--- config.mk ---
export PLATFORM = sky130hd
export DESIGN_NAME = weight_buffer_reader
export DESIGN_NICKNAME = d
export VERILOG_FILES = /design/src/rtl/weight_buf_pkg.sv /design/src/rtl/wbr_sync_fifo.sv /design/src/rtl/weight_buffer_reader.sv
export SDC_FILE = /design/constraint.sdc
export NUM_CORES = 2
export LEC_CHECK = 0
export CAP_MARGIN = 20
export CORE_MARGIN = 8
export CORE_UTILIZATION = 40
export DETAILED_ROUTE_END_ITERATION = 6
export GPL_TIMING_DRIVEN = 0
export REMOVE_ABC_BUFFERS = 1
export SLEW_MARGIN = 25
export SYNTH_ARGS = -nofsm -noshare
export SYNTH_HDL_FRONTEND = slang
export SYNTH_SLANG_ARGS = --single-unit
--- constraint.sdc ---
create_clock -name clk -period 35.5 [get_ports clk]
set_input_delay 7.1 -clock clk [delete_from_list [all_inputs] [get_ports clk]]
set_output_delay 7.1 -clock clk [all_outputs]
set_load 0.02 [all_outputs]
--- src/rtl/weight_buf_pkg.sv ---
// Shared types and constants for the weight (B) buffer read path.
package weight_buf_pkg;

    localparam int READ_LATENCY_DEFAULT = 4;

    typedef enum logic [1:0] {
        RD_IDLE,
        RD_ISSUE,
        RD_DRAIN
    } rd_state_t;

endpackage

--- src/rtl/wbr_sync_fifo.sv ---
// Synchronous FIFO for returned weight rows; first-word-fall-through head read
// straight from storage registers, zero when empty.
module wbr_sync_fifo #(
    parameter int DEPTH = 8,
    parameter int WIDTH = 512,
    parameter int CW    = $clog2(DEPTH + 1)
) (
    input  logic             clk,
    input  logic             rst_n,
    input  logic             push,
    input  logic [WIDTH-1:0] push_data,
    input  logic             pop,
    output logic [WIDTH-1:0] pop_data,
    output logic             full,
    output logic             empty,
    output logic [CW-1:0]    count
);

    localparam int PW = (DEPTH > 1) ? $clog2(DEPTH) : 1;

    logic [WIDTH-1:0] mem [DEPTH];
    logic [PW-1:0]    wr_ptr;
    logic [PW-1:0]    rd_ptr;
    logic             push_ok;
    logic             pop_ok;

    function automatic logic [PW-1:0] bump(input logic [PW-1:0] p);
        return (p == PW'(DEPTH - 1)) ? '0 : p + PW'(1);
    endfunction

    assign empty    = (count == '0);
    assign full     = (count == CW'(DEPTH));
    assign pop_ok   = pop && !empty;
    assign push_ok  = push && (!full || pop_ok);
    assign pop_data = empty ? '0 : mem[rd_ptr];

    // NOTE: row storage carries no reset; count alone defines which entries are live,
    // so the wide array stays plain flops/RAM without a reset network.
    always_ff @(posedge clk) begin
        if (push_ok) begin
            mem[wr_ptr] <= push_data;
        end
    end

    // NOTE: every clocked process uses non-blocking assignments so all registers
    // update from the same pre-edge values regardless of process order.
    always_ff @(posedge clk or negedge rst_n) begin
        if (!rst_n) begin
            wr_ptr <= '0;
            rd_ptr <= '0;
            count  <= '0;
        end else begin
            if (push_ok) wr_ptr <= bump(wr_ptr);
            if (pop_ok)  rd_ptr <= bump(rd_ptr);
            unique case ({push_ok, pop_ok})
                2'b10:   count <= count + CW'(1);
                2'b01:   count <= count - CW'(1);
                default: count <= count;
            endcase
        end
    end

endmodule

--- src/rtl/weight_buffer_reader.sv ---
// Read-side requester for the weight buffer: issues credit-limited row reads and
// streams the returned rows. Optional return checking under WBR_PROTOCOL_CHECK_EN.
module weight_buffer_reader
    import weight_buf_pkg::*;
#(
    parameter int BUFFER_ADDR_WIDTH = 9,
    parameter int BUFFER_DATA_WIDTH = 512,
    parameter int READ_LATENCY      = READ_LATENCY_DEFAULT,
    parameter int FIFO_DEPTH        = 8
) (
    input  logic                         clk,
    input  logic                         rst_n,
    input  logic                         cmd_valid,
    output logic                         cmd_ready,
    input  logic [BUFFER_ADDR_WIDTH-1:0] cmd_base_addr,
    input  logic [BUFFER_ADDR_WIDTH:0]   cmd_len,
    output logic                         rd_addr_valid,
    output logic [BUFFER_ADDR_WIDTH-1:0] rd_addr,
    input  logic                         rd_data_valid,
    input  logic [BUFFER_DATA_WIDTH-1:0] rd_data,
    output logic                         out_valid,
    input  logic                         out_ready,
    output logic [BUFFER_DATA_WIDTH-1:0] out_data,
    output logic                         out_last,
    output logic                         done,
    output logic                         err_unexpected
);

    localparam int AW = BUFFER_ADDR_WIDTH;
    localparam int CW = $clog2(FIFO_DEPTH + 1);
    localparam logic [AW:0] LEN_ONE = (AW + 1)'(1);

    if (FIFO_DEPTH < READ_LATENCY + 1) begin : g_depth_check
        $error("FIFO_DEPTH must be at least READ_LATENCY+1");
    end

    rd_state_t     state;
    rd_state_t     next_state;
    logic [AW-1:0] base_q;
    logic [AW:0]   len_q;
    logic [AW:0]   issued_cnt;
    logic [AW:0]   beat_cnt;
    logic [CW-1:0] inflight;
    logic [CW-1:0] fifo_count;
    logic [CW:0]   committed;
    logic          fifo_full;
    logic          fifo_empty;
    logic          cmd_fire;
    logic          issue_now;
    logic          beat_fire;
    logic          ret_accept;
    logic          ret_done;

    assign cmd_fire  = cmd_valid && cmd_ready;
    assign out_valid = !fifo_empty;
    assign beat_fire = out_valid && out_ready;
    assign out_last  = out_valid && (state != RD_IDLE) && (beat_cnt == len_q - LEN_ONE);

    // Rows already in the FIFO plus rows committed to the buffer must never exceed its depth.
    assign committed = {1'b0, fifo_count} + {1'b0, inflight};
    assign issue_now = (state == RD_ISSUE) && (issued_cnt != len_q)
                    && (committed < (CW + 1)'(FIFO_DEPTH));
    assign ret_done  = ret_accept && (inflight != '0);

`ifdef WBR_PROTOCOL_CHECK_EN
    logic ret_bad;

    assign ret_bad    = rd_data_valid && ((inflight == '0) || fifo_full);
    assign ret_accept = rd_data_valid && !ret_bad;

    always_ff @(posedge clk or negedge rst_n) begin
        if (!rst_n) begin
            err_unexpected <= 1'b0;
        end else if (ret_bad) begin
            err_unexpected <= 1'b1;
        end
    end
`else
    logic unused_full;

    assign unused_full    = fifo_full;
    assign ret_accept     = rd_data_valid;
    assign err_unexpected = 1'b0;
`endif

    always_ff @(posedge clk or negedge rst_n) begin
        if (!rst_n) begin
            state <= RD_IDLE;
        end else begin
            state <= next_state;
        end
    end

    // NOTE: next_state takes its default before the case, so no path leaves it
    // unassigned and no latch is inferred.
    always_comb begin
        next_state = state;
        unique case (state)
            RD_IDLE:  if (cmd_fire && (cmd_len != '0)) next_state = RD_ISSUE;
            RD_ISSUE: if (issue_now && (issued_cnt == len_q - LEN_ONE)) next_state = RD_DRAIN;
            RD_DRAIN: if (beat_fire && out_last) next_state = RD_IDLE;
            default:  next_state = RD_IDLE;
        endcase
    end

    always_ff @(posedge clk or negedge rst_n) begin
        if (!rst_n) begin
            cmd_ready     <= 1'b0;
            done          <= 1'b0;
            rd_addr_valid <= 1'b0;
            rd_addr       <= '0;
            base_q        <= '0;
            len_q         <= '0;
            issued_cnt    <= '0;
            beat_cnt      <= '0;
            inflight      <= '0;
        end else begin
            cmd_ready     <= (next_state == RD_IDLE);
            done          <= (cmd_fire && (cmd_len == '0)) || (beat_fire && out_last);
            rd_addr_valid <= issue_now;
            rd_addr       <= issue_now ? base_q + issued_cnt[AW-1:0] : '0;

            if (cmd_fire) begin
                base_q     <= cmd_base_addr;
                len_q      <= cmd_len;
                issued_cnt <= '0;
                beat_cnt   <= '0;
            end else begin
                if (issue_now) issued_cnt <= issued_cnt + LEN_ONE;
                if (beat_fire && (state != RD_IDLE)) beat_cnt <= beat_cnt + LEN_ONE;
            end

            // Inflight counts a request from the edge it is committed until its row is pushed.
            unique case ({issue_now, ret_done})
                2'b10:   inflight <= inflight + CW'(1);
                2'b01:   inflight <= inflight - CW'(1);
                default: inflight <= inflight;
            endcase
        end
    end

    wbr_sync_fifo #(
        .DEPTH (FIFO_DEPTH),
        .WIDTH (BUFFER_DATA_WIDTH),
        .CW    (CW)
    ) u_fifo (
        .clk       (clk),
        .rst_n     (rst_n),
        .push      (ret_accept),
        .push_data (rd_data),
        .pop       (beat_fire),
        .pop_data  (out_data),
        .full      (fifo_full),
        .empty     (fifo_empty),
        .count     (fifo_count)
    );

endmodule

==> results.md <==
- The hold path startpoint is inflight[3]$_DFFE_PN0P_.
- Synthesis inferred 4,163 register bits.
- A synthesized cell averages 22.9 sq um.
- The number of global-route vias before repair is 80,900.
- The first global-routing pass estimated 584,000 um of wire.
- Summing all multi-input logic gate instances after layout gives 32,400 sq um.
- The tree is rooted in a clkbuf_16.
- In the routed layout, each cell is associated on average with a via count of about 5.3.
- The number of setup violations in the final report is 0.
- The weighted congestion at the end of routability-driven global placement is 0.763.
- For this design the ratio of total power to cell area is 87.0 nW/um^2.
- The number of enable-type register cells in the synthesized netlist is 4,096.
- The post-layout net count is about 9,300.
- The startpoint identified for the worst register-to-register timing path is u_fifo.count[0]$_DFFE_PN0P_.
- The netlist area before placement is between 150,000 and 200,000 sq um.
- The Yosys step of the flow raised 0 warnings.
- The number of different library cells used by synthesis comes to 51.
- The reg-to-reg critical path endpoint is u_fifo.mem[1][17]$_DFFE_PP_.
- Yosys attributes the largest share of cell area to edfxtp_1 (78%), mux4_2 (15%), mux2i_1 (3.3%).
- The total CTS buffers is 429.
- The gate count of the mapped netlist is 6,922.
- TritonCTS built the clock tree.
- The largest individual stage delay along the critical path comes from the cell nor4_2.
- Entering global routing, the biggest net connects 45 pins.
- The worst setup path is of the register to output port kind.
- The clock transition at the registers of the reported paths is about 60 ps.
- Combinational cells account for 38.2% of the total power.
- The design draws 17,300 uW.
- The largest fanout on the critical path is 7.
- The path class of the lowest-slack min-delay path is register to register.
- The share of layout cells above drive strength 1 is 25.3%.
- The internal power contribution is between 10,000 and 15,000 uW.
- Of all flip-flops after synthesis, the portion carrying an async set or reset was around 1.6%.
- The worst register-to-register path has a depth of 15.
- The placed instances occupy a cell area of 185,000 sq um.
- edfxtp_1 is the most common cell in the netlist.
- The first detailed-routing pass ran for 5 iterations.
- After the first detailed-routing iteration, the DRC count stood at 5,885.
- At the pin with the least slew margin, the transition time is 799 ps.
- The routed layout has 76,400 vias.
- The top flip-flop cell by instance count after synthesis is edfxtp_1.
- The layout overhead on the synthesized area is 25.6%.
- The critical path goes through nor4_2, buf_4, buf_4, buf_2, buf_4, buf_2, buf_4, buf_2, buf_2, buf_2, buf_2, buf_4, buf_2, buf_4, buf_2, buf_2, buf_2, buf_2, buf_2, nor2_1, clkdlybuf4s50_1.
- The worst hold endpoint is inflight[3]$_DFFE_PN0P_.
- The maximum level of the CTS H-tree is 5.
- No sink is reached through more buffers than the 4 on the longest clock path.
- In this run the tightest slew margin relative to its limit is 46.2%.
- The share of total power dissipated in sequential elements is between 30% and 40%.
- In this run the core area contains approximately 230 standard-cell rows.
- The top achievable clock speed is 0.0747 GHz.
- Of the available clock period, the critical path in the final layout requires a little under two fifths.
- With fillers left out, the area of the finished cells amounts to 199,000 sq um.
- Net switching is 32.5% of the power.
- The die covers approximately 420,000 sq um.
- The flow ran to the end, and the final reports show no timing, DRC or antenna violations.
- In this run, post-CTS hold repair placed 0 buffers.
- Counting instances in the post-synthesis netlist gives the leading cell types as edfxtp_1 (4,096), mux4_2 (1,024), nor2_1 (559).
- In the final routed layout, each cell accounts on average for 28.1 um.
- The number of filler cells placed in the layout is 31,100.
- The arrival time at the worst endpoint is 6290 ps.
- STA classifies the critical path startpoint as a register.
- The area of the core region is 395,000 sq um.
- The total overflow reported by the global router is 0.
- The total area of sequential cells is roughly 120,000 sq um.
- The number of antenna violations at the first check in global routing is 156.
- The required time of the critical path is 28,400 ps.
- The net switching component of the power is 5630 uW.
- The clock sink count is 4,163.
- Once the clock tree was built, the resizer swapped 0 gates to a different size.
- In the global route stage, overall resource usage came out at a little under a fifth.
- The largest stage delay on the critical path is 590 ps.
- The count of pins on the block boundary is between 1,000 and 1,500.
- The count of nets left with antenna violations after detail routing is 0.
- Summed over all nets, the half-perimeter wirelength after detailed placement is 282,000 um.
- The count of buffers from port buffering is 1,061.
- The time the final worst path needs with I/O delays and setup is 13,390 ps.
- The cell repeated most along the worst path is buf_2.
- The final setup TNS is 0 ps.
- The total DRC errors in the routed layout is 0.
- Setup repair after global routing left no endpoint under its margin.
- The capturing element type of the critical path is an output port.
- The height of the die is about 650 um.
- The number of pins with negative max-slew slack in the final report came to 0.
- The largest total area in the synthesized netlist belongs to edfxtp_1.
- Clock latency on the worst-skew pair, taken at its later pin, is 970 ps.
- The depth of the worst hold-timing path is 1.
- The worst clock skew is between 60 and 70 ps.
- The count of endpoints failing hold in the final timing report was 0.
- The internal reg-to-reg setup slack is 31,350 ps.
- The clock network burns 25.7% of the power.
- Buffers added to address setup during post-CTS repair amount to 0.
- The total wire length after detailed routing is 404,000 um.
- The sequential area share after synthesis is 78.7%.
- The tool flagged a number of max-cap violations equal to 0.
- The die extent in x is 645 um.
- The worst vdd rail ir drop is ~0.069 mV.
- The area share of the largest cell type after synthesis is between 70% and 80%.
- In this run the static leakage power is 0.0658 uW.
- The starting density of the core is 40.1%.
routing by layer:
metal | vias to the layer above | part of all wire [%] | track usage (%)
li1 | 32600 | - | -
met1 | 40900 | 39 | 23.9
met2 | 2139 | 50 | 31.5
met3 | 700 | 7.1 | 5.25
met4 | 72 | 3.6 | 6.62
met5 | - | 0.12 | 0
worst max-delay path by stage:
stage                                startpoint       endpoint  depth (start not counted)
finish              u_fifo.count[0]$_DFFE_PN0P_  out_data[309]                         21
global route        u_fifo.count[0]$_DFFE_PN0P_  out_data[309]                         21
CTS                 u_fifo.count[0]$_DFFE_PN0P_  out_data[309]                         21
detailed placement  u_fifo.count[0]$_DFFE_PN0P_  out_data[309]                         21
global placement    u_fifo.count[0]$_DFFE_PN0P_    out_data[3]                          3
floorplan           u_fifo.count[1]$_DFFE_PN0P_      out_valid                          2
critical path: cells and delay by family, from the launching register on:
kind                   cells  cell delay (ps)
AND/OR/NAND/NOR            2              660
flip-flops                 1              460
buffers and inverters     19             4170
placed cells by master, fill, tap and decap left out, types with 85 or more instances in the layout:
| cell type | count |
|---|---|
| edfxtp_1 | 4096 |
| clkdlybuf4s50_1 | 1060 |
| mux4_2 | 1024 |
| nor2_1 | 553 |
| mux2i_1 | 515 |
| clkbuf_16 | 432 |
| buf_16 | 214 |
| buf_4 | 183 |
| buf_12 | 112 |
| clkinv_1 | 106 |
| buf_2 | 94 |
| clkbuf_1 | 85 |
final cells by class:
class                      count  share of cell area (%)
antenna                       71                  0.0893
clock buffer                 521                    5.62
clock inverter               266                    1.38
inverter                      16                  0.0302
multi-input combinational   2384                    16.3
sequential                  4163                    62.7
tap                         5242                    3.30
timing repair buffer        1715                    10.7
kinds of logic (layout without fill, tap and decap cells):
kind of cell / count (synthesis) / in the layout / share of synthesized area [%]
other cells: 1 / 72 / 0.00237
buf+inv: 375 / 2518 / 0.915
simple gates: 700 / 700 / 1.76
compound gates: 56 / 56 / 0.232
flops: 4163 / 4163 / 78.7
fa+ha+maj: 27 / 27 / 0.227
mux: 1541 / 1541 / 17.8
xor+xnor: 59 / 59 / 0.326
stage by stage:
step	setup WS (ps)	hold WS [ps]	utilization, %	std cells
finish	22110	505	50.4	14400
global route	21730	518	50.3	14300
CTS	21950	509	50.3	14300
detailed placement	23070	491	46.8	13500
global placement	-86810	492	44.1	12900
floorplan	-13230	452	-	6563
sequential cells by signal, summed over array words and instances, names as in the netlist, 4 cells and up:
name,cells
beat_cnt,10
inflight,4
u_fifo.mem,4096
len_q,10
rd_addr,9
base_q,9
issued_cnt,10
u_fifo.count,4
power groups by stage:
stage / Combinational [uW] / Clock [uW] / Sequential (uW)
4_1_cts: 6770 / 4560 / 6250
3_3_place_gp: 11600 / 0 / 8610
2_1_floorplan: 7630 / 0 / 7480
3_5_place_dp: 6740 / 0 / 6350
6_report: 6610 / 4450 / 6250
5_1_grt: 7000 / 4740 / 6290
No activity file was read; power rests on OpenSTA's default activity.
